==> config.mk <==
export PLATFORM = sky130hd
export DESIGN_NAME = dvd_motion_ctrl_flat
export DESIGN_NICKNAME = d
export VERILOG_FILES = /design/src/rtl/dvd_pkg.sv /design/src/rtl/dvd_motion_ctrl_if.sv /design/src/rtl/dvd_frame_tick.sv /design/src/rtl/dvd_motion_ctrl.sv /design/src/flat_wrapper.sv
export SDC_FILE = /design/constraint.sdc
export NUM_CORES = 1
export LEC_CHECK = 0
export BUFFER_PORTS_ARGS = -buffer_cell sky130_fd_sc_hd__buf_2
export CORE_UTILIZATION = 50
export DETAILED_ROUTE_END_ITERATION = 8
export PLACE_DENSITY_LB_ADDON = 0.2
export SLEW_MARGIN = 0
export SYNTH_ARGS = -nofsm -noshare
export SYNTH_HDL_FRONTEND = slang
export SYNTH_SLANG_ARGS = --single-unit
==> constraint.sdc <==
create_clock -name clk -period 2.3 [get_ports clk]
set_input_delay 0.23 -clock clk [delete_from_list [all_inputs] [get_ports clk]]
set_output_delay 0.23 -clock clk [all_outputs]
set_load 0.005 [all_outputs]
==> src/rtl/dvd_pkg.sv <==
// Shared types, defaults and the per-axis bounce step for the DVD sprite motion controller.
package dvd_pkg;

    localparam int   DEF_GRID_W    = 20;
    localparam int   DEF_GRID_H    = 15;
    localparam int   DEF_START_X   = 10;
    localparam int   DEF_START_Y   = 7;
    localparam logic DEF_VS_ACTIVE = 1'b0;

    localparam int X_W     = 5;
    localparam int Y_W     = 4;
    localparam int AXIS_W  = (X_W > Y_W) ? X_W : Y_W;
    localparam int SPEED_W = 4;
    localparam int COLOR_W = 3;

    typedef enum logic [1:0] {
        IDLE,
        MOVE,
        REPORT
    } state_t;

    typedef struct packed {
        logic [AXIS_W-1:0] pos;
        logic              dir;
        logic              flip;
    } axis_t;

    // A bounce flips direction in place; out-of-range positions are clamped to the edge first.
    function automatic axis_t axis_step(input logic [AXIS_W-1:0] pos,
                                        input logic              dir,
                                        input logic [AXIS_W-1:0] max_pos);
        axis_t             r;
        logic [AXIS_W-1:0] p;
        p      = (pos > max_pos) ? max_pos : pos;
        r.pos  = p;
        r.dir  = dir;
        r.flip = 1'b0;
        if (dir && (p == max_pos)) begin
            r.dir  = 1'b0;
            r.flip = 1'b1;
        end else if (!dir && (p == '0)) begin
            r.dir  = 1'b1;
            r.flip = 1'b1;
        end else if (dir) begin
            r.pos = p + 1'b1;
        end else begin
            r.pos = p - 1'b1;
        end
        return r;
    endfunction

endpackage

==> src/rtl/dvd_motion_ctrl_if.sv <==
// Control/status bundle between the sprite motion controller and the video top level.
interface dvd_motion_ctrl_if;
    import dvd_pkg::*;

    logic               vsync;
    logic [SPEED_W-1:0] cfg_speed;
    logic               cfg_pause;
    logic               cfg_restart;
    logic [X_W-1:0]     pos_x;
    logic [Y_W-1:0]     pos_y;
    logic               dir_x;
    logic               dir_y;
    logic               step_strobe;
    logic               bounce;
    logic               corner;
    logic [COLOR_W-1:0] color_idx;

    modport master (
        output vsync, cfg_speed, cfg_pause, cfg_restart,
        input  pos_x, pos_y, dir_x, dir_y, step_strobe, bounce, corner, color_idx
    );

    modport slave (
        input  vsync, cfg_speed, cfg_pause, cfg_restart,
        output pos_x, pos_y, dir_x, dir_y, step_strobe, bounce, corner, color_idx
    );

endinterface

==> src/rtl/dvd_frame_tick.sv <==
// Turns raw vsync into one tick per frame and divides ticks down to step requests.
module dvd_frame_tick
    import dvd_pkg::*;
#(
    parameter logic VS_ACTIVE = DEF_VS_ACTIVE
) (
    input  logic               clk,
    input  logic               reset,
    input  logic               vsync_i,
    input  logic [SPEED_W-1:0] speed_i,
    input  logic               pause_i,
    input  logic               restart_i,
    input  logic               en_i,
    output logic               step_req_o
);

    logic               vs_q;
    logic [SPEED_W-1:0] frame_cnt_q;
    logic [SPEED_W-1:0] frame_cnt_d;
    logic               tick;

    assign tick = (vsync_i == VS_ACTIVE) && (vs_q != VS_ACTIVE);

    // vs_q keeps tracking vsync through a restart so the dropped tick is not seen again.
    always_comb begin
        frame_cnt_d = frame_cnt_q;
        step_req_o  = 1'b0;
        if (restart_i) begin
            frame_cnt_d = '0;
        end else if (tick && en_i && !pause_i) begin
            if (frame_cnt_q >= speed_i) begin
                frame_cnt_d = '0;
                step_req_o  = 1'b1;
            end else begin
                frame_cnt_d = frame_cnt_q + 1'b1;
            end
        end
    end

    always_ff @(posedge clk or posedge reset) begin
        if (reset) begin
            vs_q        <= ~VS_ACTIVE;
            frame_cnt_q <= '0;
        end else begin
            vs_q        <= vsync_i;
            frame_cnt_q <= frame_cnt_d;
        end
    end

endmodule

==> src/rtl/dvd_motion_ctrl.sv <==
// Bouncing sprite sequencer: steps position/direction on divided frame ticks and reports bounces.
module dvd_motion_ctrl
    import dvd_pkg::*;
#(
    parameter int   GRID_W    = DEF_GRID_W,
    parameter int   GRID_H    = DEF_GRID_H,
    parameter int   START_X   = DEF_START_X,
    parameter int   START_Y   = DEF_START_Y,
    parameter logic VS_ACTIVE = DEF_VS_ACTIVE
) (
    input  logic            clk,
    input  logic            reset,
    dvd_motion_ctrl_if.slave bus
);

    localparam logic [AXIS_W-1:0] MAX_X = AXIS_W'(GRID_W - 1);
    localparam logic [AXIS_W-1:0] MAX_Y = AXIS_W'(GRID_H - 1);
    localparam logic [AXIS_W-1:0] X0    = AXIS_W'(START_X);
    localparam logic [AXIS_W-1:0] Y0    = AXIS_W'(START_Y);

    state_t             state_q;
    logic [AXIS_W-1:0]  pos_x_q;
    logic [AXIS_W-1:0]  pos_y_q;
    logic               dir_x_q;
    logic               dir_y_q;
    logic               strobe_q;
    logic               bounce_q;
    logic               corner_q;
    logic [COLOR_W-1:0] color_q;
    logic               step_req;
    axis_t              x_nxt;
    axis_t              y_nxt;

    dvd_frame_tick #(
        .VS_ACTIVE (VS_ACTIVE)
    ) u_tick (
        .clk        (clk),
        .reset      (reset),
        .vsync_i    (bus.vsync),
        .speed_i    (bus.cfg_speed),
        .pause_i    (bus.cfg_pause),
        .restart_i  (bus.cfg_restart),
        .en_i       (state_q == IDLE),
        .step_req_o (step_req)
    );

    always_comb begin
        x_nxt = axis_step(pos_x_q, dir_x_q, MAX_X);
        y_nxt = axis_step(pos_y_q, dir_y_q, MAX_Y);
    end

    // Results and pulses are registered on leaving MOVE, so they are visible during REPORT.
    always_ff @(posedge clk or posedge reset) begin
        if (reset) begin
            state_q  <= IDLE;
            pos_x_q  <= X0;
            pos_y_q  <= Y0;
            dir_x_q  <= 1'b1;
            dir_y_q  <= 1'b1;
            strobe_q <= 1'b0;
            bounce_q <= 1'b0;
            corner_q <= 1'b0;
            color_q  <= '0;
        end else if (bus.cfg_restart) begin
            state_q  <= IDLE;
            pos_x_q  <= X0;
            pos_y_q  <= Y0;
            dir_x_q  <= 1'b1;
            dir_y_q  <= 1'b1;
            strobe_q <= 1'b0;
            bounce_q <= 1'b0;
            corner_q <= 1'b0;
        end else begin
            strobe_q <= 1'b0;
            bounce_q <= 1'b0;
            corner_q <= 1'b0;
            case (state_q)
                IDLE: begin
                    if (step_req) state_q <= MOVE;
                end
                MOVE: begin
                    pos_x_q  <= x_nxt.pos;
                    pos_y_q  <= y_nxt.pos;
                    dir_x_q  <= x_nxt.dir;
                    dir_y_q  <= y_nxt.dir;
                    strobe_q <= 1'b1;
                    bounce_q <= x_nxt.flip | y_nxt.flip;
                    corner_q <= x_nxt.flip & y_nxt.flip;
                    color_q  <= color_q + {{(COLOR_W-1){1'b0}}, x_nxt.flip | y_nxt.flip};
                    state_q  <= REPORT;
                end
                REPORT: begin
                    state_q <= IDLE;
                end
                default: begin
                    state_q <= IDLE;
                end
            endcase
        end
    end

    assign bus.pos_x       = pos_x_q[X_W-1:0];
    assign bus.pos_y       = pos_y_q[Y_W-1:0];
    assign bus.dir_x       = dir_x_q;
    assign bus.dir_y       = dir_y_q;
    assign bus.step_strobe = strobe_q;
    assign bus.bounce      = bounce_q;
    assign bus.corner      = corner_q;
    assign bus.color_idx   = color_q;

endmodule
==> src/flat_wrapper.sv <==
// flat-port wrapper written by rule: the top's interface ports become plain ports
module dvd_motion_ctrl_flat import dvd_pkg::*;
#(
    parameter int   GRID_W    = DEF_GRID_W,
    parameter int   GRID_H    = DEF_GRID_H,
    parameter int   START_X   = DEF_START_X,
    parameter int   START_Y   = DEF_START_Y,
    parameter logic VS_ACTIVE = DEF_VS_ACTIVE
)
  (clk, reset, bus_vsync, bus_cfg_speed, bus_cfg_pause, bus_cfg_restart, bus_pos_x, bus_pos_y, bus_dir_x, bus_dir_y, bus_step_strobe, bus_bounce, bus_corner, bus_color_idx);
  dvd_motion_ctrl_if bus_i ();
  input  logic clk;
  input  logic reset;
  input wire logic [$bits(bus_i.vsync)-1:0] bus_vsync;
  input wire logic [$bits(bus_i.cfg_speed)-1:0] bus_cfg_speed;
  input wire logic [$bits(bus_i.cfg_pause)-1:0] bus_cfg_pause;
  input wire logic [$bits(bus_i.cfg_restart)-1:0] bus_cfg_restart;
  output wire logic [$bits(bus_i.pos_x)-1:0] bus_pos_x;
  output wire logic [$bits(bus_i.pos_y)-1:0] bus_pos_y;
  output wire logic [$bits(bus_i.dir_x)-1:0] bus_dir_x;
  output wire logic [$bits(bus_i.dir_y)-1:0] bus_dir_y;
  output wire logic [$bits(bus_i.step_strobe)-1:0] bus_step_strobe;
  output wire logic [$bits(bus_i.bounce)-1:0] bus_bounce;
  output wire logic [$bits(bus_i.corner)-1:0] bus_corner;
  output wire logic [$bits(bus_i.color_idx)-1:0] bus_color_idx;
  assign bus_i.vsync = bus_vsync;
  assign bus_i.cfg_speed = bus_cfg_speed;
  assign bus_i.cfg_pause = bus_cfg_pause;
  assign bus_i.cfg_restart = bus_cfg_restart;
  assign bus_pos_x = bus_i.pos_x;
  assign bus_pos_y = bus_i.pos_y;
  assign bus_dir_x = bus_i.dir_x;
  assign bus_dir_y = bus_i.dir_y;
  assign bus_step_strobe = bus_i.step_strobe;
  assign bus_bounce = bus_i.bounce;
  assign bus_corner = bus_i.corner;
  assign bus_color_idx = bus_i.color_idx;
  dvd_motion_ctrl #(.GRID_W(GRID_W), .GRID_H(GRID_H), .START_X(START_X), .START_Y(START_Y), .VS_ACTIVE(VS_ACTIVE)) u_core (.clk(clk), .reset(reset), .bus(bus_i));
endmodule
# Word-level counts from Yosys, hierarchy flattened
# Index checks and enable logic that the tools add are counted.
# classes
n_addsub,6
magnitude_cmp,3
eq_ne,4
muxes,35
n_bitwise,4
reduce_logical,20
# ops
cell,n
$mux 5,12
$mux 1,13
$mux 2,6
$mux 4,3
$add 5x1->5 const B,2
$logic_not 5->1,2
$sub 5x1->5 const B,2
$logic_and 1x1->1,7
$reduce_and 2->1,3
$reduce_bool 3->1,2
$eq 5x4->1 const B,1
$eq 5x5->1 const B,1
$gt 5x4->1 const B,1
$gt 5x5->1 const B,1
$add 4x1->4 const B,1
$ge 4x4->1,1
$pmux 2 s2,1
$reduce_bool 2->1,2
$add 3x1->3,1
$logic_not 1->1,3
$ne 3x2->1 const B,1
$eq 2x1->1 const B,1
$logic_not 2->1,1
$not 1->1,2
other kinds (2),2
# totals
reg_bits,25
output_inout_bits,17

# Depth between registers and ports, before layout
# Gate-level depths: netlist (run 1).
# depth
ltp_word,9
depth_mapped,9

# Cells and area by module
# A second synthesis (run 1) with hierarchy kept.
# hier_totals
cells_unflattened,177
area_unflattened_um2,1635.3
# by_module_without_submodules
module,n_inst,cells_each,area_per_inst_um2,seq_area_each_um2
dvd_motion_ctrl,1,137,1255.0,509.2
dvd_frame_tick,1,40,380.4,126.4

# Worst setup path before layout (run 1)
# OpenSTA, ideal clock, no wires.
# synth_path
path_kind,register to register
start,"reg u_core.pos_x_q[4], in the netlist u_core.bus.pos_x[4]"
end,"reg u_core.pos_x_q[4], in the netlist u_core.bus.pos_x[4]"
arrival_ns,2.042
t_required_ns,2.220
setup_slack_ns,0.177
stages_incl_launch_ff,10
path_cell_list,dfrtp_1 buf_2 buf_1 a21o_1 inv_1 fa_1 nand2b_1 a31oi_1 o311ai_1 o211ai_2
# synth_via
elab_chain_len,8
elab_cells_between_ends,13
cone_classes,add/sub (2); order compare (1); eq/ne (1); mux (6); reduce/logical (3)
# synth_lines
element,line,text
start: declaration,dvd_motion_ctrl.sv:22,logic [AXIS_W-1:0] pos_x_q;
start signal: assignment,dvd_motion_ctrl.sv:82,pos_x_q <= x_nxt.pos;
$gt 5x5->1,dvd_pkg.sv:34,p = (pos > max_pos) ? max_pos : pos;
$mux 5 *,dvd_pkg.sv:34,
$sub 5x1->5 (tied with other cells),dvd_pkg.sv:47,r.pos = p - 1'b1;
$mux 5 or $logic_and 1x1->1 (tied branches),"dvd_pkg.sv:44, dvd_pkg.sv:41",
$mux 5,dvd_pkg.sv:41,end else if (!dir && (p == '0)) begin
$mux 5 *,dvd_pkg.sv:38,if (dir && (p == max_pos)) begin
$mux 5 *,dvd_motion_ctrl.sv:77,case (state_q)
$mux 5 *,dvd_motion_ctrl.sv:64,end else if (bus.cfg_restart) begin
# Mark *: on every way between the ends. The rest lies on a longest branch, timed or not. The select of a mux whose other input is x is not followed.
# A chain may end at the register's enable or synchronous reset.

# Worst setup path after layout (run 1)
# layout_path
start,"reg u_core.pos_x_q[3], in the netlist u_core.bus.pos_x[3]"
end,"reg u_core.pos_x_q[4], in the netlist u_core.bus.pos_x[4]"
# The elaborated chain is that of the path after synthesis.

==> results of run 1 <==
[worst max-delay path by stage]
| stage | from | to | slack, ps | cells after the start |
|---|---|---|---|---|
| after floorplan | u_core.bus.pos_x[4]$_DFFE_PP0P_ | u_core.bus.pos_x[4]$_DFFE_PP0P_ | 180 | 9 |
| after global placement | u_core.bus.pos_x[3]$_DFFE_PP1P_ | u_core.bus.pos_x[4]$_DFFE_PP0P_ | 220 | 8 |
| after detailed placement | u_core.pos_y_q[1]$_DFFE_PP1P_ | u_core.pos_y_q[4]$_DFFE_PP0P_ | 180 | 7 |
| after CTS | u_core.bus.pos_x[3]$_DFFE_PP1P_ | u_core.bus.pos_x[4]$_DFFE_PP0P_ | 140 | 8 |
| after global routing | u_core.bus.pos_x[3]$_DFFE_PP1P_ | u_core.bus.pos_x[4]$_DFFE_PP0P_ | 20 | 8 |
| final | u_core.bus.pos_x[3]$_DFFE_PP1P_ | u_core.bus.pos_x[4]$_DFFE_PP0P_ | 150 | 8 |
[Yosys cell counts (all sizes together), types with 3 or more instances]
cell     n
a211oi   4
a21oi   19
a31oi    3
and2     3
buf      8
dfrtp   17
dfstp    8
ha      12
inv     17
nand2   26
nand2b   6
nand3    4
nor2    16
nor3     6
o211ai   5
o21ai    8
o31ai    3
or2      3
xor2     4
[repair_timing]
item | 4_1_cts | 5_1_grt
gates resized for setup | 0 | 0
hold buffers | 1 | 0
endpoints found under the hold margin | 1 | 0
[registers in the layout, summed over array words and instances, names as in the netlist]
signal	cells
u_core.bus.bounce	1
u_core.u_tick.frame_cnt_q	4
u_core.state_q	2
u_core.bus.step_strobe	1
u_core.bus.pos_x	5
u_core.bus.color_idx	3
u_core.bus.dir_x	1
u_core.u_tick.vs_q	1
u_core.pos_y_q	5
u_core.bus.corner	1
u_core.bus.dir_y	1
[where the power goes]
part / leakage (nW) / total (mW) / switching [mW] / internal (mW)
clock: 0.0150 / 0.208 / 0.140 / 0.0680
combinational: 0.625 / 0.0654 / 0.0391 / 0.0263
sequential: 0.321 / 0.453 / 0.00565 / 0.447
[metal layers]
metal / routed length, um / vias to the layer above / track usage (%)
li1: - / 803 / -
met5: 0 / - / 0
met3: 179 / 5 / 2.48
met1: 1820 / 756 / 31.1
met4: 47 / 0 / 6.67
met2: 1950 / 50 / 39.5
[worst register-to-register path, stage by stage, from the launching register on]
cell	delay (ps)
dfstp_2	610
or2_1	180
a21o_1	150
inv_1	50
fa_1	430
nand2b_1	180
a31oi_1	210
o311ai_1	140
o211ai_2	140
[metrics by stage]
step	std cells	util [%]	area [um2]	power, mW
6_report	285	59.9	2030	0.726
5_1_grt	285	59.9	2030	0.757
3_3_place_gp	280	58.9	2000	0.524
3_5_place_dp	280	58.9	2000	0.526
2_1_floorplan	208	-	1790	0.502
4_1_cts	285	59.9	2030	0.733
[layout make-up]
class	instances	area (um2)	area share, %
Clock buffer	4	26.3	1.29
Timing Repair Buffer	37	218	10.7
Sequential cell	25	636	31.3
Tap cell	46	57.6	2.83
Inverter	17	63.8	3.14
Multi-Input combinational cell	156	1030	50.7
[kinds of logic after synthesis]
family / Yosys count
XOR/XNOR: 5
multiplexers: 2
adder cells (fa/ha/maj): 14
AND/OR/NAND/NOR: 77
buffers and inverters: 27
flip-flops: 25
AO/OA/AOI/OAI: 58
==> run metrics, run 1 <==
largest area contributor in the netlist dfrtp_1; Post-synth EDFFs 0; CP cell instances or2_1, a21o_1, inv_1, fa_1, nand2b_1, a31oi_1, o311ai_1, o211ai_2; Critical Path Fanout Max 7; Buffers & Inverters on Critical Path 1; Critical Path Slowest Stage Cell dfstp_2; Root Buffer Master clkbuf_4; Mean Syn Cell Area 8.59 um2; Final WS setup 146 ps; Final period util 93.7%; initial core utilization 52.7%; arrival time worst endpoint 2420 ps; post-layout min period 2150 ps; Pre-antenna DRT Iters 5; Syn Nets 231; Die ar. 0.00382 mm2; top cells by area, synth dfrtp_1 (24%), dfstp_2 (12%), ha_1 (8.4%); Worst Hold Class primary input to async pin; setup violators final 0; Slew HR 42.2%; Final Skew 9.93 ps; GRT Residual Overflow 0; Detailed Place HPWL 2970 um; post-synthesis mux area share 1.12%; Ys Warns 0; Yosys cell types 53; r2r endpoint u_core.bus.pos_x[4]$_DFFE_PP0P_; required time of the critical path 2570 ps; GR Util All Layers 23.1%; Crit Path Class flop to flop; setup TNS 0 ps; vias in the first global route 1402; P per Cell Area 357 mW/mm2; cell area after synthesis 0.00179 mm2; antenna cells 0; fmax 0.464 GHz; commonest non-fill, non-tap cell in the layout nand2_1; Crit path max-delay family compound AO/OA/AOI/OAI gates; buffers added on ports 25; worst skew pair latency 330 ps; Worst R2R Path Depth 8; Final GP Congestion 0.958; layout cells sized above 1 23.0%; Routed wire per std cell 14.0 um; Leak 0.961 nW; postcts setup bufs 0; final hold violation count 0; Most used DFF post-synth dfrtp_1; largest net degree at the start of global routing 24; top cell type's share of synthesized area 23.8%; Simple-Gate Fraction of Synth Area 21.8%; Core ar. 0.00339 mm2; RR Startpoint u_core.bus.pos_x[3]$_DFFE_PP1P_; count of filler cells inserted in the layout 284; via count 1614; Max stage delay on crit path 610 ps; NumNets Final 263; VDD IR max 0.310 mV; Std-Cell Rows 21; commonest non-fill, non-tap cells in the layout nand2_1 (26), buf_2 (25), a21oi_1 (19), dfrtp_1 (17); status complete, no violations; Clock Path Buffers 2; adder-cell share of the synthesized area 10.6%; Num CTS Buffers 3; Fin Hold WS 49.7 ps; crit end category flop; Place WS 176 ps; combinational family with the most area after synthesis simple AND/OR/NAND/NOR gates; Slew Limit Fails 0; initial antenna violation count 0; ys async rst share 100%; XOR/XNOR share of the synthesized area 2.45%; Via density 5.66; reg-to-reg slack, setup 150 ps; die width 61.8 um; 1st-iter DRT viols 107; CTS tree done; startpoint types flop; sequential element share of the synthesized area 35.6%; first-pass GRT wire length 6380 um; compound-gate portion of the synthesized area 21.6%; Routed Antenna Nets 0; CTS H-Tree Depth 1; Tightest Pin Transition 866 ps; Cells after Synth 208; DRC Markers 0; die height 61.8 um; CTS Sinks 25; Clock transition at path regs 150 ps; final wirelength 4000 um; Max-Cap Viols 0; IO Count 26; unrepaired setup endpoints after global routing false; area delta synth->final 13.7%; Yosys reg bits 25
Note: power is estimated with default switching activity, not from simulation.
==> run 2, diff against run 1 <==
--- a/config.mk
+++ b/config.mk
@@ -6,6 +6,7 @@
 export NUM_CORES = 1
 export LEC_CHECK = 0
 export BUFFER_PORTS_ARGS = -buffer_cell sky130_fd_sc_hd__buf_2
+export CORE_ASPECT_RATIO = 0.5
 export CORE_UTILIZATION = 50
 export DETAILED_ROUTE_END_ITERATION = 8
 export PLACE_DENSITY_LB_ADDON = 0.2
==> run metrics, run 2 (same netlist as run 1, synthesis figures left out) <==
internal power 595 uW; CTS H-Tree Depth 1; Core ar. 0.00319 mm2; Pwr Total 774 uW; IO Count 26; NumNets Final 260; 1st-iter DRT viols 84; CTS tree done; Clock power frac 33.3%; switching share of power 23.1%; Pre-antenna DRT Iters 4; startpoint types flop; arrival time worst endpoint 2390 ps; die height 44.3 um; Place WS 157 ps; Final WS setup 107 ps; Leak 0.952 nW; final hold violation count 5; via count 1606; Std-Cell Rows 14; status complete, but fails checks; initial core utilization 56.0%; NetSw 179 uW; Die ar. 0.00383 mm2; Placed Cells 280; Via density 5.65; crit end category flop; commonest non-fill, non-tap cell in the layout nand2_1; Clock Path Buffers 2; setup TNS 0 ps; power share of the sequential group 58.5%; DRC Markers 0; Routed wire per std cell 14.1 um; Slew Limit Fails 0; CTS Sinks 25; filler-free cell count of the finished design 284; final wirelength 4010 um; layout cells sized above 1 22.9%; worst skew pair latency 270 ps; initial antenna violation count 0; buffers added on ports 25; largest net degree at the start of global routing 26; Final period util 95.4%; CTS Hold Bufs 0; Max-Cap Viols 0; Crit Path Class flop to flop; GRT Residual Overflow 0; Routed Antenna Nets 0; Num CTS Buffers 3; first-pass GRT wire length 6810 um; setup violators final 0; required time of the critical path 2500 ps; post-layout min period 2190 ps; failing checks hold timing; area delta synth->final 13.9%; Critical Path Fanout Max 7; Fin Hold WS -3.11 ps; Final GP Congestion 0.967; Final Skew 3.52 ps; antenna cells 0; commonest non-fill, non-tap cells in the layout nand2_1 (26), buf_2 (25), a21oi_1 (19), dfrtp_1 (17); GR Util All Layers 23.3%; P per Cell Area 380 mW/mm2; Combinational Power Share 8.2%; Detailed Place HPWL 3080 um; Clock transition at path regs 80 ps; Worst Hold Class primary input to async pin; vias in the first global route 1453; die width 86.5 um; Slew HR 69.5%; Root Buffer Master clkbuf_8; VDD IR max 0.251 mV; fmax 0.456 GHz; Tightest Pin Transition 455 ps
-- run 2: cell count changes in the layout (fill, tap and decap cells not counted), sizes merged --
cell / before / now
buf: 36 / 34
dlygate4sd3: 1 / 0
-- run 2: final timing paths --
path                                                startpoint                                  endpoint  slack [ps]  cells past startpoint
setup / recovery               u_core.bus.pos_x[3]$_DFFE_PP1P_           u_core.bus.pos_x[4]$_DFFE_PP0P_         110                      8
hold / removal                                           reset  u_core.u_tick.frame_cnt_q[0]$_DFFE_PP0P_          -3                      3
setup reg to reg               u_core.bus.pos_x[3]$_DFFE_PP1P_           u_core.bus.pos_x[4]$_DFFE_PP0P_         110                      8
hold reg to reg            u_core.bus.color_idx[2]$_DFFE_PP0P_       u_core.bus.color_idx[2]$_DFFE_PP0P_         490                      1
max in group asynchronous                                reset             u_core.pos_y_q[2]$_DFFE_PP1P_        2010                      3
min in group clk                                     bus_vsync              u_core.u_tick.vs_q$_DFF_PP1_          70                      1
-- run 2: cell type report --
| cell class | count | area [um2] |
|---|---|---|
| inverter | 17 | 63.8 |
| clock buffer | 4 | 45.0 |
| timing repair buffer | 34 | 193 |
| sequential | 25 | 636 |
| fill | 298 | 1150 |
| tap | 48 | 60.1 |
| multi-input combinational | 156 | 1040 |
-- run 2: critical path: stages, from the launching register on --
cell,delay [ps]
dfstp_2,600
or2_1,170
a21o_1,140
inv_1,60
fa_1,450
nand2b_1,200
a31oi_2,200
o311ai_1,140
o211ai_2,150
-- run 2: layer usage --
metal  track usage, %  part of all wire [%]  vias up
met1             32.5                    47      752
met2             37.6                    46       57
met3             6.34                   7.1        2
met4             3.67                  0.20        0
li1                 -                     -      795
met5                0                     0        -
-- run 2: power groups by stage --
| stage | logic (mW) | registers (mW) | clock network, mW |
|---|---|---|---|
| finish | 0.0638 | 0.453 | 0.257 |
| global route | 0.0734 | 0.454 | 0.295 |
| CTS | 0.0649 | 0.453 | 0.270 |
| detailed placement | 0.0650 | 0.460 | 0 |
| global placement | 0.0626 | 0.461 | 0 |
| floorplan | 0.0428 | 0.459 | 0 |
-- run 2: per-stage QoR --
step,util [%],hold WS (ps),cell area (um2)
after detailed placement,62.2,301,1980
final,63.8,-3.11,2030
after global placement,62.2,292,1980
after CTS,63.6,6.03,2030
after floorplan,-,234,1790
after global routing,63.8,24.2,2030
-- run 2: what timing repair did --
action,4_1_cts,5_1_grt
setup buffers,0,0
endpoints found under the hold margin,0,0
endpoints found under the setup margin,0,1
gates resized for setup,0,1
==> run 3, diff against run 2 <==
--- a/config.mk
+++ b/config.mk
@@ -7,7 +7,7 @@
 export LEC_CHECK = 0
 export BUFFER_PORTS_ARGS = -buffer_cell sky130_fd_sc_hd__buf_2
 export CORE_ASPECT_RATIO = 0.5
-export CORE_UTILIZATION = 50
+export CORE_UTILIZATION = 40
 export DETAILED_ROUTE_END_ITERATION = 8
 export PLACE_DENSITY_LB_ADDON = 0.2
 export SLEW_MARGIN = 0
==> run metrics, run 3 (same netlist as run 1, synthesis figures left out) <==
first-pass GRT wire length 6910 um; RR Startpoint u_core.bus.pos_x[3]$_DFFE_PP1P_; post-layout min period 2180 ps; layout cells sized above 1 23.6%; Final GP Congestion 0.894; Worst Setup EP u_core.bus.pos_x[4]$_DFFE_PP0P_; IO Count 26; antenna cells 0; CP cell instances or2_4, a21o_1, inv_1, fa_1, nand2b_1, a31oi_2, o311ai_1, o211ai_2; worst skew pair latency 280 ps; commonest non-fill, non-tap cells in the layout nand2_1 (26), buf_2 (25), a21oi_1 (19), dfrtp_1 (17); initial antenna violation count 0; GR Util All Layers 18.8%; buffers added on ports 25; Routed Antenna Nets 0; r2r endpoint u_core.bus.pos_x[4]$_DFFE_PP0P_; initial core utilization 43.8%; Worst Hold Class primary input to flop; 1st-iter DRT viols 63; CTS Sinks 25; Detailed Place HPWL 3110 um; setup TNS 0 ps; Crit Path Class flop to flop; area delta synth->final 15.2%; P per Cell Area 385 mW/mm2; vias in the first global route 1495; commonest non-fill, non-tap cell in the layout nand2_1; Tightest Pin Transition 466 ps; Max stage delay on crit path 610 ps; Final WS setup 122 ps; required time of the critical path 2510 ps; startpoint types flop; Die ar. 0.00475 mm2; filler-free cell count of the finished design 291; Slew HR 68.7%; DP Area 0.00199 mm2; Std-Cell Rows 16; Num CTS Buffers 3; NumNets Final 261; via count 1583; GRT Residual Overflow 0; met3 usage 4.67%; status complete, no violations; Final Skew 4.10 ps; Fin Hold WS 57.9 ps; Critical Path Fanout Max 7; die height 49.3 um; die width 96.5 um; Final period util 94.7%; CTS H-Tree Depth 1; setup violators final 0; M2 GR Usage 28.9%; Place WS 98.4 ps; Via density 5.44; Placed Cells 286; largest net degree at the start of global routing 16; crit end category flop; reg-to-reg slack, setup 120 ps; Pwr Total 793 uW; Root Buffer Master clkbuf_8; unrepaired setup endpoints after global routing false; final wirelength 4120 um; Routed wire per std cell 14.1 um; Worst R2R Path Depth 8; Critical Path Slowest Stage Cell dfstp_2; Clock transition at path regs 90 ps; Clock Path Buffers 2; arrival time worst endpoint 2390 ps; VDD IR max 0.215 mV; Pre-antenna DRT Iters 4; Worst Setup SP u_core.bus.pos_x[3]$_DFFE_PP1P_; Finished Core Util 50.4%; Leak 0.958 nW; DRC Markers 0; Max-Cap Viols 0; Slew Limit Fails 0; CTS tree done; Final Instance Area 0.00206 mm2; fmax 0.459 GHz; final hold violation count 0; met1 Use GR 26.2%; busiest grt layer met2; Core ar. 0.00408 mm2
==> run 3: changes by cell type in the layout (fill, tap and decap cells not counted) <==
cell           change
dlygate4sd3_1      +1
or2_1              -1
or2_4              +1
clkinvlp_4         +1
clkbuf_1           -1
==> run 3: final cells by class <==
type	instances	area, um2
clock buffers	3	41.3
well taps	54	67.6
clock inverters	1	7.51
inverters	17	63.8
repair buffers	35	203
fillers	397	2030
multi-input cells	156	1040
flip-flops and latches	25	636
==> run 3: worst min-delay path by stage <==
stage               from                                        to  slack, ps  depth (start not counted)
2_1_floorplan  bus_vsync              u_core.u_tick.vs_q$_DFF_PP1_        230                          0
3_3_place_gp       reset  u_core.u_tick.frame_cnt_q[0]$_DFFE_PP0P_        250                          2
3_5_place_dp       reset  u_core.u_tick.frame_cnt_q[0]$_DFFE_PP0P_        250                          2
4_1_cts        bus_vsync              u_core.u_tick.vs_q$_DFF_PP1_         50                          1
5_1_grt        bus_vsync              u_core.u_tick.vs_q$_DFF_PP1_         50                          1
6_report       bus_vsync              u_core.u_tick.vs_q$_DFF_PP1_         60                          1
==> run 3: report_power, final <==
group | total [mW] | internal (mW) | leakage (nW) | switching, mW
registers | 0.453 | 0.447 | 0.321 | 0.00593
logic | 0.0651 | 0.0254 | 0.615 | 0.0397
clock network | 0.275 | 0.123 | 0.0217 | 0.152
total | 0.793 | 0.595 | 0.958 | 0.198
==> run 3: metal layers <==
| metal | part of all wire (%) | up-vias |
|---|---|---|
| met5 | 0 | - |
| met4 | 0.92 | 0 |
| met3 | 5.2 | 5 |
| met2 | 44 | 49 |
| met1 | 50 | 731 |
| li1 | - | 798 |
==> run 3: critical path: cells and delay by family, from the launching register on <==
family | cells | cell delay (ps)
adders and majority gates | 1 | 450
DFF | 1 | 610
buffers and inverters | 1 | 50
AOI/OAI and AO/OA | 4 | 620
and+or+nand+nor | 2 | 370
==> run 3: timing repair <==
action,4_1_cts,5_1_grt
hold endpoints to repair,8,0
gates resized for setup,0,2
setup buffers,0,0
endpoints found under the setup margin,0,1
hold buffers,1,0
